**src/rtl/power_trigger_mavg.sv**
```systemverilog
// Moving-average |I|+|Q| power detector with hysteresis trigger, fall hold and initial skip.
// Optional peak tracker output enabled by defining POWER_TRIGGER_PEAK_EN.
module power_trigger_mavg #(
    parameter int         DATA_WIDTH    = 16,
    parameter int         WIN_LOG2      = 4,
    parameter logic [7:0] ADDR_THRES_HI = 8'd3,
    parameter logic [7:0] ADDR_THRES_LO = 8'd4,
    parameter logic [7:0] ADDR_HOLD     = 8'd5,
    parameter logic [7:0] ADDR_SKIP     = 8'd6
) (
    input  logic                    clock,
    input  logic                    reset_n,
    input  logic                    enable,
    input  logic [2*DATA_WIDTH-1:0] sample_in,
    input  logic                    sample_in_strobe,
    input  logic                    set_stb,
    input  logic [7:0]              set_addr,
    input  logic [31:0]             set_data,
    output logic [DATA_WIDTH:0]     power_out,
    output logic                    power_strobe,
    output logic                    trigger
`ifdef POWER_TRIGGER_PEAK_EN
    ,
    output logic [DATA_WIDTH:0]     peak_out
`endif
);

    localparam int MAG_W = DATA_WIDTH + 1;
    localparam int SUM_W = MAG_W + WIN_LOG2;
    localparam int DEPTH = 1 << WIN_LOG2;

    localparam logic [MAG_W-1:0]    MAG_ONE  = 1;
    localparam logic [WIN_LOG2-1:0] PTR_ONE  = 1;
    localparam logic [WIN_LOG2:0]   FILL_ONE = 1;

    typedef enum logic [1:0] {S_SKIP, S_IDLE, S_PACKET} state_t;

    logic accept;
    assign accept = enable & sample_in_strobe;

    // Component magnitudes; the extra bit holds |most-negative| without saturation.
    logic [MAG_W-1:0] abs_comp [2];

    genvar gi;
    generate
        for (gi = 0; gi < 2; gi++) begin : g_abs
            logic [MAG_W-1:0] comp_ext;
            assign comp_ext = {sample_in[(gi+1)*DATA_WIDTH-1],
                               sample_in[(gi+1)*DATA_WIDTH-1 -: DATA_WIDTH]};
            assign abs_comp[gi] = comp_ext[MAG_W-1] ? (~comp_ext + MAG_ONE) : comp_ext;
        end
    endgenerate

    logic [MAG_W-1:0] mag_next;
    assign mag_next = abs_comp[0] + abs_comp[1];

    logic [MAG_W-1:0]    mag_reg;
    logic                v1_reg;
    logic [WIN_LOG2-1:0] wr_ptr_reg;
    logic [WIN_LOG2:0]   fill_reg;
    logic [SUM_W-1:0]    sum_reg;

    always_ff @(posedge clock or negedge reset_n) begin
        if (!reset_n) begin
            mag_reg <= '0;
            v1_reg  <= 1'b0;
        end else begin
            v1_reg <= accept;
            if (accept) begin
                mag_reg <= mag_next;
            end
        end
    end

    // History RAM: the slot read for a new sample is the one it will overwrite,
    // one ahead of the pointer when the previous sample is being written this cycle.
    logic [MAG_W-1:0]    hist_mem [DEPTH];
    logic [MAG_W-1:0]    oldest_rd_reg;
    logic [WIN_LOG2-1:0] rd_addr;

    assign rd_addr = v1_reg ? (wr_ptr_reg + PTR_ONE) : wr_ptr_reg;

    always_ff @(posedge clock) begin
        if (v1_reg) begin
            hist_mem[wr_ptr_reg] <= mag_reg;
        end
        if (accept) begin
            oldest_rd_reg <= hist_mem[rd_addr];
        end
    end

    logic             window_full;
    logic [MAG_W-1:0] oldest;
    logic [SUM_W-1:0] sum_next;

    assign window_full = fill_reg[WIN_LOG2];
    assign oldest      = window_full ? oldest_rd_reg : '0;
    assign sum_next    = sum_reg + SUM_W'(mag_reg) - SUM_W'(oldest);

    always_ff @(posedge clock or negedge reset_n) begin
        if (!reset_n) begin
            sum_reg      <= '0;
            wr_ptr_reg   <= '0;
            fill_reg     <= '0;
            power_out    <= '0;
            power_strobe <= 1'b0;
        end else begin
            power_strobe <= v1_reg;
            if (v1_reg) begin
                sum_reg    <= sum_next;
                power_out  <= sum_next[SUM_W-1:WIN_LOG2];
                wr_ptr_reg <= wr_ptr_reg + PTR_ONE;
                if (!window_full) begin
                    fill_reg <= fill_reg + FILL_ONE;
                end
            end
        end
    end

    logic [MAG_W-1:0] thres_hi_reg;
    logic [MAG_W-1:0] thres_lo_reg;
    logic [15:0]      hold_reg;
    logic [31:0]      skip_reg;
    logic             skip_wr;

    assign skip_wr = set_stb && (set_addr == ADDR_SKIP);

    always_ff @(posedge clock or negedge reset_n) begin
        if (!reset_n) begin
            thres_hi_reg <= MAG_W'(100);
            thres_lo_reg <= MAG_W'(80);
            hold_reg     <= 16'd80;
            skip_reg     <= 32'd5000000;
        end else if (set_stb) begin
            if (set_addr == ADDR_THRES_HI) thres_hi_reg <= set_data[DATA_WIDTH:0];
            if (set_addr == ADDR_THRES_LO) thres_lo_reg <= set_data[DATA_WIDTH:0];
            if (set_addr == ADDR_HOLD)     hold_reg     <= set_data[15:0];
            if (set_addr == ADDR_SKIP)     skip_reg     <= set_data;
        end
    end

    state_t      state_reg;
    logic [31:0] skip_cnt_reg;
    logic [15:0] low_cnt_reg;
    logic [16:0] low_inc;
    logic [16:0] hold_eff;

    assign low_inc  = {1'b0, low_cnt_reg} + 17'd1;
    assign hold_eff = (hold_reg == 16'd0) ? 17'd1 : {1'b0, hold_reg};

    // A skip write restarts the skip phase and wins over any evaluation in the same cycle.
    always_ff @(posedge clock or negedge reset_n) begin
        if (!reset_n) begin
            state_reg    <= S_SKIP;
            skip_cnt_reg <= '0;
            low_cnt_reg  <= '0;
            trigger      <= 1'b0;
`ifdef POWER_TRIGGER_PEAK_EN
            peak_out     <= '0;
`endif
        end else if (skip_wr) begin
            trigger      <= 1'b0;
            skip_cnt_reg <= '0;
            state_reg    <= S_SKIP;
        end else if (power_strobe) begin
            case (state_reg)
                S_SKIP: begin
                    if (skip_cnt_reg >= skip_reg) begin
                        state_reg <= S_IDLE;
                    end else begin
                        skip_cnt_reg <= skip_cnt_reg + 32'd1;
                    end
                end
                S_IDLE: begin
                    if (power_out > thres_hi_reg) begin
                        trigger     <= 1'b1;
                        low_cnt_reg <= '0;
                        state_reg   <= S_PACKET;
`ifdef POWER_TRIGGER_PEAK_EN
                        peak_out    <= power_out;
`endif
                    end
                end
                S_PACKET: begin
`ifdef POWER_TRIGGER_PEAK_EN
                    if (power_out > peak_out) begin
                        peak_out <= power_out;
                    end
`endif
                    if (power_out < thres_lo_reg) begin
                        if (low_inc >= hold_eff) begin
                            trigger     <= 1'b0;
                            low_cnt_reg <= '0;
                            state_reg   <= S_IDLE;
                        end else begin
                            low_cnt_reg <= low_inc[15:0];
                        end
                    end else begin
                        low_cnt_reg <= '0;
                    end
                end
                default: state_reg <= S_SKIP;
            endcase
        end
    end

endmodule

```
**config.mk**
```make
export PLATFORM = sky130hd
export DESIGN_NAME = power_trigger_mavg
export DESIGN_NICKNAME = d
export VERILOG_FILES = /design/src/rtl/power_trigger_mavg.sv
export SDC_FILE = /design/constraint.sdc
export NUM_CORES = 1
export LEC_CHECK = 0
export BUFFER_PORTS_ARGS = -buffer_cell sky130_fd_sc_hd__clkbuf_2
export CAP_MARGIN = 30
export CORE_ASPECT_RATIO = 0.5
export CORE_MARGIN = 1
export CORE_UTILIZATION = 50
export CTS_CLUSTER_DIAMETER = 50
export DETAILED_ROUTE_END_ITERATION = 8
export PLACE_DENSITY = 0.67
export SETUP_SLACK_MARGIN = 0.5
export SYNTH_ARGS = -nofsm -noshare
export SYNTH_HDL_FRONTEND = slang
export SYNTH_SLANG_ARGS = --single-unit
```
**constraint.sdc**
```tcl
create_clock -name clock -period 8.2 [get_ports clock]
set_input_delay 1.23 -clock clock [delete_from_list [all_inputs] [get_ports clock]]
set_output_delay 1.23 -clock clock [all_outputs]
set_load 0.01 [all_outputs]
```
==> impl_summary.md, run 1 <==
Route
After detailed routing, the average wire length per cell comes to around 18 µm. The count of vias placed by the detailed router is roughly 15k. The post-detailed-route via-to-cell ratio is approximately 5.5.

In this run the remaining antenna-violating nets after routing total 0. The first detailed-routing pass ran for 5 iterations. Wires add up to 49.2 mm. The number of design rule violations left after detail routing is 0. The count of routing violations after the opening detailed-route iteration is between 900 and 1k.

Yosys
After synthesis, the cell types taking the most area are edfxtp_1 37%, dfrtp_1 18%, ha_1 6.8%, mux4_2 6.4%, nand2_1 3.9%. The proportion of synthesized chip area in sequential cells is 0.558. Yosys mapped the design onto 70 distinct sky130hd cell types. The predominant post-synthesis flop cell is edfxtp_1. The count of mapped cells out of synthesis is around 2k. The total of warnings raised by yosys is 0. The cell area that synthesis handed to floorplanning was ~0.024 mm².

The synthesized area per cell is ~12 µm². In the synthesized netlist the async set-or-reset flop fraction comes to 0.386. Summed over all instances, the cell type with the most area after synthesis is edfxtp_1.

The synthesized design contains 471 register bits. Of the post-synthesis cell area, the dominant cell type holds 0.365. The synthesized design contains slightly below 300 enable-type register cells. The post-synthesis net count is about 2.2k.

Layout
The number of nets in the final layout is 2293. Leaving out fill and tap cells, the most frequent cell in the layout is edfxtp_1. The flip-flop count of the largest register after layout is between 200 and 300. The library cells used most frequently in the layout, excluding fill and tap cells, are 289 x edfxtp_1, 250 x nand2_1, 197 x inv_1.

The repair_antennas step left the layout with diodes totalling 0. The area growth from synthesis to layout is 11.2%. In the final layout, the share of cells above drive strength 1 is 0.164.

Power
The leakage power of the design is ~11 nW. The maximum resistive drop on vdd is roughly 240 µV. For this design the ratio of total power to cell area is roughly 320 mW/mm².

STA
Derived from the worst setup path, the maximum achievable clock frequency is between 200 and 250 MHz. Setup repair after global routing left no endpoint under its margin. The worst pin sits at a relative slew slack of 0.311. The final max-slew violation count is 0.

The part of the cycle the worst path needs is 0.489. The worst-case hold slack is between 0.4 and 0.5 ns. For the pin with the worst max-slew slack, the measured transition is between 1 and 1.5 ns. Adding up every negative setup slack in the final design gives 0 ns.

The time the final worst path needs with I/O delays and setup is 4.01 ns. The final clock skew is approximately 0.040 ns. Once routing completed, OpenROAD measured the worst setup slack at about 4.2 ns. The hold violation count in the final report is 0. Setup violations remaining at the end of the flow were counted as 0.

Clock network
The maximum root-to-sink buffer count is 3. The hold-fix buffer count after cts is 0. The clock transition at the registers of the reported paths is about 0.07 ns. The total number of clock tree sinks is around 470.

Counting the buffers created by CTS gives 44. Once the clock tree was built, the setup fixing pass inserted 0 buffers. The H-tree depth reported by CTS is 2. Post-CTS repair changed the size of 0 cells. The clock insertion delay at the later pin of the skew report is just under 0.6 ns. The root buffer cell chosen for the clock tree is clkbuf_16. The TritonCTS clock tree is built.

Placed design
The sum of net half-perimeters after detailed placement is around 33 mm. OpenSTA, run right after detailed placement, puts the worst setup slack at approximately 3.7 ns. The number of I/O port buffers is 95. The congestion estimate from routability-driven global placement came to between 0.8 and 0.9.

Min path
In this run the worst hold path is classified as flip-flop to flip-flop. The start point of the worst min-delay path is fill_reg[3].

Floorplanning
The initial standard-cell utilization of the core is 0.507. The floorplan die width is just over 300 µm. The die span in y is about 160 µm. The floorplan has 56 rows. The placeable core area is approximately 0.047 mm². 96 I/O pins were placed. The floorplan step defined a die boundary enclosing 0.0485 mm².

Global routing
After global routing the overflow that remains totals 0. The overall routing resource usage is 0.209. The number of antenna violations at the first check in global routing is 1. The maximum number of pins on one net before global-route repair is 66. The global-route wire length before repair is approximately 79 mm. The via count of the first global-routing pass was about 15k.

Run status
The run finished with clean final reports.

Worst setup path
The worst setup path is captured at a flip-flop. Tracing the worst setup path back leads to its startpoint at mag_reg[2]. The required time of the critical path is roughly 8.6 ns.

On the worst path, the slowest cell contributes a delay of around 0.68 ns. The maximum net fanout on the critical path is 17. STA classifies the critical path startpoint as a flip-flop. The startpoint identified for the worst register-to-register timing path is mag_reg[2]. The library cell contributing the largest single delay on the critical path is dfrtp_1. For the worst setup path, the data arrival time is approximately 4.4 ns. The category of the most critical setup path is flip-flop to flip-flop. Traced cell by cell, the critical path runs through inv_1 > fa_1 > inv_1 > ha_1 > nor2b_1 > o31ai_1 > a31oi_1 > a41o_1 > a211oi_1 > o21ai_0 > xnor2_1 > mux2i_1. The cell repeated most along the worst path is inv_1.

Job
The tool flagged a number of max-cap violations equal to 0.
final cells by class:
type | count | area [µm²]
clock buffers | 61 | 1220
clock inverters | 21 | 223
fillers | 3823 | 20400
inverters | 198 | 743
multi-input cells | 1222 | 9420
flip-flops and latches | 471 | 13300
well taps | 638 | 798
repair buffers | 131 | 774
path summary, 6_finish.rpt:
check,endpoint,slack (ns),cells after the start
max,power_out[14],4.19,12
min,fill_reg[3],0.48,1
max reg2reg,power_out[14],4.19,12
min reg2reg,fill_reg[3],0.48,1
max in group asynchronous,state_reg[1],6.26,2
min in group asynchronous,skip_reg[23],0.66,1
synthesized netlist by cell type (25+ instances only):
cell type and count:
a21o_1 29, a21oi_1 66, a31oi_1 25, and3_1 34, clkbuf_1 42, dfrtp_1 167
edfxtp_1 289, ha_1 130, inv_1 197, mux4_2 68, nand2_1 250, nand3_1 38
nand4_1 26, nor2_1 76, o21ai_0 131, xnor2_1 49
through the flow:
| step | cell area, µm² | cells | util | power (W) |
|---|---|---|---|---|
| finish | 26400 | 2742 | 0.564 | 0.00857 |
| global route | 26400 | 2742 | 0.564 | 0.00916 |
| CTS | 26400 | 2742 | 0.564 | 0.00865 |
| detailed placement | 25000 | 2660 | 0.533 | 0.00660 |
| global placement | 25000 | 2658 | 0.532 | 0.00654 |
| floorplan | 23800 | 1972 | - | 0.00576 |
worst max-delay path: cells and delay by family, from the launching register on:
kind	cells	cell delay (ns)
fa+ha+maj	2	0.91
compound gates	5	1.59
mux	1	0.09
buf+inv	2	0.29
simple gates	1	0.16
xor+xnor	1	0.16
flops	1	0.68
routing by layer:
| layer | GRT usage | part of all wire | up-vias |
|---|---|---|---|
| met5 | 0 | 0 | - |
| met3 | 0.0283 | 0.047 | 69 |
| li1 | - | - | 7275 |
| met4 | 0.0457 | 0.017 | 0 |
| met2 | 0.357 | 0.49 | 323 |
| met1 | 0.288 | 0.45 | 7440 |
power by group:
part	switching (W)	internal (W)	total, W
clock	0.000905	0.00113	0.00203
sequential	0.000329	0.00294	0.00327
combinational	0.00184	0.00143	0.00327
total	0.00308	0.00550	0.00857
logic make-up after synthesis:
logic type | after synthesis | share of synthesized area
xor+xnor | 72 | 0.0265
mux | 100 | 0.0791
flops | 471 | 0.558
buf+inv | 279 | 0.0486
compound gates | 354 | 0.0945
fa+ha+maj | 148 | 0.0836
simple gates | 548 | 0.110
Note: power is estimated with default switching activity, not from simulation.
==> inputs of run 2 (changes only) <==
- PLACE_DENSITY: 0.67 -> 0.69
- clock period: 8.2 -> 3.3 ns (I/O delays scaled with it)
==> impl_summary.md, run 2 (synthesis results as in run 1) <==
Route
The first-pass detailed-route iteration total is 5. The routed wire length per instance is ~19 µm. The number of design rule violations left after detail routing is 0. Wires add up to approximately 52 mm. The post-route met1 wirelength is 23.1 mm. The routed layout has ~16k vias. The post-detailed-route via-to-cell ratio is approximately 5.5. The highest layer touched by signal routing is met4. The count of routing violations after the opening detailed-route iteration is approximately 1.1k. The number of routed nets with antenna violations is 0. Summed over all nets, wire length on met3 after detailed routing comes to 3.07 mm. Detailed routing placed a total of ~25 mm of wire on met2.

Global routing
The via count of the first global-routing pass was between 15k and 20k. Summed over all layers, the global routing overflow is 0. Entering global routing, the biggest net connects between 90 and 100 pins. The number of antenna violations at the first check in global routing is 0.

The overall routing resource usage is 0.220. The first global-routing pass estimated 82.5 mm of wire.

Clock network
The clock passes through at most 3 buffers. The H-tree was split into 2 levels. The clock insertion delay at the later pin of the skew report is 0.58 ns. The tree built by TritonCTS fans out to about 470 sinks. The number of buffers created by CTS is 44. After clock tree synthesis, the clock-pin slew on the worst setup and hold paths is about 0.06 ns. The clock root buffer master is clkbuf_16.

TritonCTS built the clock tree.

Floorplanning
The die span in y is approximately 160 µm. between 90 and 100 I/O pins were placed. The initial standard-cell utilization of the core is 0.507.

After floorplanning, the core was divided into between 50 and 60 placement rows. The placeable core area is roughly 0.047 mm². The floorplan die width is just over 300 µm. The area enclosed by the die boundary is around 0.048 mm².

STA
The final max-slew violation count is 0. The final clock skew is around 0.027 ns. The part of the cycle the worst path needs is 0.972. Setup total negative slack on the finished layout was measured at 0 ns. In the post-route analysis, the smallest setup slack over all paths is ~0.092 ns. The time the final worst path needs with I/O delays and setup is around 3.2 ns. The total setup violations reported at the end of the flow is 0. The hold violation count in the final report is 0. Setup repair after global routing could not meet its margin everywhere. The remaining max-slew budget at the tightest pin is 0.373. The maximum achievable frequency is approximately 310 MHz. The actual transition at the worst max-transition pin is 0.937 ns.

Layout
The register with the most flip-flops in the layout has 272 of them. The top cell types in the final layout, fill and taps aside, are 289 x edfxtp_1, 248 x nand2_1, 191 x inv_1. The register cell area after layout is ~0.013 mm². At the end of the flow, the number of nets in the layout was roughly 2.4k. The fraction of final layout cells with drive strength greater than 1 is 0.239. Compared with the post-synthesis result, the final layout area differs by 16.7%.

The library cell used most frequently in the layout, excluding fill and tap cells, is edfxtp_1. The number of standard cells in the layout, taps in and fillers out is 2814. Fill cells in the final layout number approximately 3.7k. The area taken by multi-input logic gates is 0.0100 mm².

Placed design
The worst slack at placement is between 0.015 and 0.02 ns. The sum of net half-perimeters after detailed placement is roughly 35 mm. Port buffering added 95 buffers. In this run, placement finished with an instance count of 2698.

The congestion estimate from routability-driven global placement came to between 0.8 and 0.9.

Power
The leakage power of the design is about 12 nW. The areal power density over the cells is between 800 and 900 mW/mm². The maximum resistive drop on vdd is between 400 and 500 µV.

Worst setup path
Along the worst path, the maximum fanout reaches 4. For the worst setup path, the data arrival time is about 3.6 ns. STA puts the critical path data required time at between 3 and 4 ns. The worst setup path is of the flip-flop to flip-flop kind. The endpoint class of the critical path is a flip-flop.

STA classifies the critical path startpoint as a flip-flop.

Job
Max-cap violations in this run came to 0.

Run status
The run finished with clean final reports.

Min path
The tightest min-delay check is of the primary input to flip-flop type.
## run 2: changes by cell type in the layout (fill, tap and decap cells not counted), moves of 8 or more
cell / delta
a21oi_2: +9
buf_6: +8
o21ai_0: -29
dfrtp_2: +9
dfrtp_1: -9
buf_4: +55
ha_1: -13
a21oi_1: -10
o21ai_1: +22
ha_4: +10
## run 2: worst paths after layout
| kind | startpoint | end | slack [ns] | depth (start not counted) |
|---|---|---|---|---|
| max | low_cnt_reg[3] | state_reg[1] | 0.09 | 16 |
| min | set_data[22] | skip_reg[22] | 0.13 | 3 |
| max reg2reg | low_cnt_reg[3] | state_reg[1] | 0.09 | 16 |
| min reg2reg | fill_reg[3] | fill_reg[3] | 0.48 | 1 |
| max in group asynchronous | reset_n | thres_hi_reg[6] | 1.94 | 3 |
| min in group asynchronous | reset_n | skip_reg[20] | 0.53 | 2 |
## run 2: critical path, stage by stage (launching register included)
cell and delay [ns]:
dfrtp_1 0.37, and3_4 0.19, and3_4 0.18, and2_4 0.16
nand4_1 0.14, xnor2_2 0.20, ha_1 0.28, nand4_1 0.12
nor4_2 0.33, a211oi_2 0.05, o21ai_1 0.14, a211oi_2 0.05
buf_4 0.16, a311oi_4 0.31, buf_6 0.16, nor2b_4 0.16
o31ai_2 0.08
## run 2: repair_timing
item	CTS	global route
gates cloned	1	1
setup buffers	11	19
resized for setup	46	57
hold buffers	1	0
endpoints found under the setup margin	55	47
hold endpoints to repair	58	0
pin swaps	17	44
## run 2: cell type report
cell class / count / share of cell area
antenna: 1 / 0.0000903
clock buffer: 67 / 0.0475
multi-input combinational: 1222 / 0.362
clock inverter: 15 / 0.00528
timing repair buffer: 202 / 0.0514
inverter: 198 / 0.0268
tap: 638 / 0.0288
sequential: 471 / 0.478
## run 2: metal layers
layer,GRT usage,vias to the layer above
met5,0,-
met4,0.0565,0
met3,0.0348,81
met2,0.365,370
met1,0.303,7622
li1,-,7435
## run 2: report_power, final
group	switching (W)	internal (W)	total (W)
Sequential	0.000703	0.00731	0.00801
Clock	0.00224	0.00280	0.00504
Combinational	0.00554	0.00485	0.0104
## run 2: per-stage QoR
step                total power, W   util  area, µm²  hold slack [ns]
floorplan                   0.0148      -      24000            0.199
global placement            0.0170  0.545      25500            0.460
detailed placement          0.0172  0.545      25500            0.466
CTS                         0.0228  0.583      27300            0.110
global route                0.0249  0.591      27700            0.134
finish                      0.0234  0.591      27700            0.129
==> inputs of run 3 (changes only) <==
- CTS_BUF_LIST: default -> sky130_fd_sc_hd__clkbuf_8
- SKIP_CTS_REPAIR_TIMING: default -> 1
==> impl_summary.md, run 3 (synthesis results as in run 1) <==
STA
The final clock skew is between 0.03 and 0.04 ns. The final max-slew violation count came to 0. Subtracting the final worst setup slack from the clock period gives between 3 and 4 ns. Setup violations remaining at the end of the flow were counted as 0.

For the pin with the worst max-slew slack, the measured transition is approximately 0.9 ns. Setup repair after global routing could not meet its margin everywhere. The maximum achievable frequency is between 300 and 400 MHz.

The setup TNS is 0 ns. The part of the cycle the worst path needs is 0.998. The remaining max-slew budget at the tightest pin is 0.390. The hold violation count in the final report was 0.

Floorplanning
The initial standard-cell utilization of the core is 0.507. The area enclosed by the die boundary is 0.0485 mm². The row count is 56.

The core region is 0.0469 mm². The floorplan step set the die width to 310 µm. The number of ports placed on the die boundary is 96. The floorplan step set the die height to about 160 µm.

Power
IR analysis of the VDD net gives a maximum drop of approximately 430 µV. The post-layout total power is between 0.02 and 0.025 W. The areal power density over the cells is ~830 mW/mm². The leakage power of the design is about 12 nW.

Layout
The area growth from synthesis to layout is 16.3%. For this run, the post-layout net count is 2391. The filler cell count in the final layout is between 3k and 4k. The commonest non-fill, non-tap cell in the layout is edfxtp_1.

The flip-flop count of the largest register after layout is around 270. The fraction of final layout cells with drive strength greater than 1 is 0.248. In the layout the commonest cells are 289 x edfxtp_1, 244 x nand2_1, 219 x inv_1.

Global routing
The global-route wire length before repair is roughly 82 mm. Entering global routing, the biggest net connects 93 pins. The number of antenna violations at the first check in global routing is 1. The via count of the first global-routing pass is 15.2k. The overall routing resource usage is 0.218. The total congestion overflow is 0.

Worst setup path
The longest individual stage delay on the worst path is just under 0.4 ns. The library cell contributing the largest single delay on the critical path is dfrtp_2. In this run the worst path has a maximum fanout of 4.

The category of the most critical setup path is flip-flop to flip-flop. The critical register-to-register path endpoint is state_reg[1]. The endpoint class of the critical path is a flip-flop. The required time of the critical path is roughly 3.8 ns. Counting both buffers and inverters, the worst setup path holds a total of 2. For the worst setup path, the data arrival time is between 3 and 4 ns. Across all register-to-register paths, the minimum setup slack is between 0.007 and 0.008 ns. The number of cells on the worst reg-to-reg path is 16.

The number of cells on the critical path is 16. The kind of cell with the highest combined delay along the critical path is simple AND/OR/NAND/NOR gates. The beginning of the worst register-to-register path is low_cnt_reg[2]. Walking the worst path, the cells encountered are and3_4 > and3_4 > and2_4 > nand4_1 > xnor2_2 > ha_1 > nand4_1 > nor4_2 > a211oi_2 > o21ai_1 > a211oi_2 > buf_4 > a311oi_4 > buf_4 > nor2b_4 > o31ai_1. STA classifies the critical path startpoint as a flip-flop.

Placed design
In this run the tool buffered the top-level ports with 95 buffer cells. The sum of net half-perimeters after detailed placement is 34.8 mm. The routability congestion estimate is 0.833.

Clock network
The total number of clock tree sinks is ~470. The H-tree depth reported by CTS is 3. TritonCTS built the clock tree.

The clock insertion delay at the later pin of the skew report is 0.64 ns. The number of buffers created by CTS is 70. The maximum root-to-sink buffer count is 3. CTS placed an instance of clkbuf_8 at the clock tree root.

The clock transition at the registers of the reported paths is approximately 0.070 ns.

Route
The routed wire length per instance is 18.2 µm. The number of routed nets with antenna violations is 0. The post-detailed-route via-to-cell ratio is roughly 5.5. The pre-antenna-repair detailed-routing pass consisted of 5 iterations. The aggregate routed wire length is approximately 52 mm. The count of routing violations after the opening detailed-route iteration is 1120. The count of vias placed by the detailed router is 15.7k.

The number of design rule violations left after detail routing is 0.

Min path
Counting instances, the worst hold path has a depth of 3. The class of the tightest hold or removal check is primary input to flip-flop. For hold timing, the worst endpoint is skip_reg[22]. The start point of the worst min-delay path is set_data[22].

Run status
The run finished with clean final reports.

Job
The number of maximum-capacitance constraint violations is 0.
[run 3: worst max path at each step]
stage              startpoint         endpoint  slack [ns]
4_1_cts        low_cnt_reg[2]     state_reg[1]      0.0003
3_5_place_dp   low_cnt_reg[2]  low_cnt_reg[13]        0.02
2_1_floorplan    sample_in[4]      mag_reg[13]        0.29
5_1_grt        low_cnt_reg[2]     state_reg[1]       -0.14
6_report       low_cnt_reg[2]     state_reg[1]       0.007
3_3_place_gp   low_cnt_reg[2]  low_cnt_reg[14]        0.08
[run 3: cell type report]
class	instances	area, µm²	area share
sequential	471	13300	0.480
multi-input combinational	1222	10000	0.363
inverter	198	743	0.0269
clock inverter	48	298	0.0108
timing repair buffer	203	1430	0.0515
tap	638	798	0.0289
antenna	1	2.50	0.0000905
clock buffer	79	1090	0.0393
[run 3: where the power goes]
part / leakage [nW] / switching [W] / internal, W
logic: 6.24 / 0.00547 / 0.00468
registers: 4.67 / 0.000705 / 0.00731
clock network: 0.823 / 0.00231 / 0.00239
[run 3: worst reg2reg max path, stage by stage, from the launching register on]
cell	delay (ns)
dfrtp_2	0.39
and3_4	0.18
and3_4	0.18
and2_4	0.18
nand4_1	0.14
xnor2_2	0.19
ha_1	0.28
nand4_1	0.12
nor4_2	0.35
a211oi_2	0.06
o21ai_1	0.16
a211oi_2	0.06
buf_4	0.17
a311oi_4	0.29
buf_4	0.18
nor2b_4	0.14
o31ai_1	0.07
[run 3: stage by stage]
step | util | hold WS, ns | std cells | cell area (µm²) | setup WS, ns
finish | 0.590 | 0.0662 | 2860 | 27600 | 0.00746
detailed placement | 0.545 | 0.466 | 2698 | 25500 | 0.0179
global route | 0.590 | 0.0491 | 2860 | 27600 | -0.138
CTS | 0.574 | -0.118 | 2825 | 26900 | 0.000280
floorplan | - | 0.199 | 1972 | 24000 | 0.288
global placement | 0.545 | 0.460 | 2697 | 25500 | 0.0767
[run 3: metal layers]
layer  up-vias  track usage  part of all wire
li1       7488            -                 -
met1      7673        0.303              0.45
met2       429        0.352              0.47
met3        88       0.0388             0.055
met4         0       0.0647             0.020
met5         -            0                 0
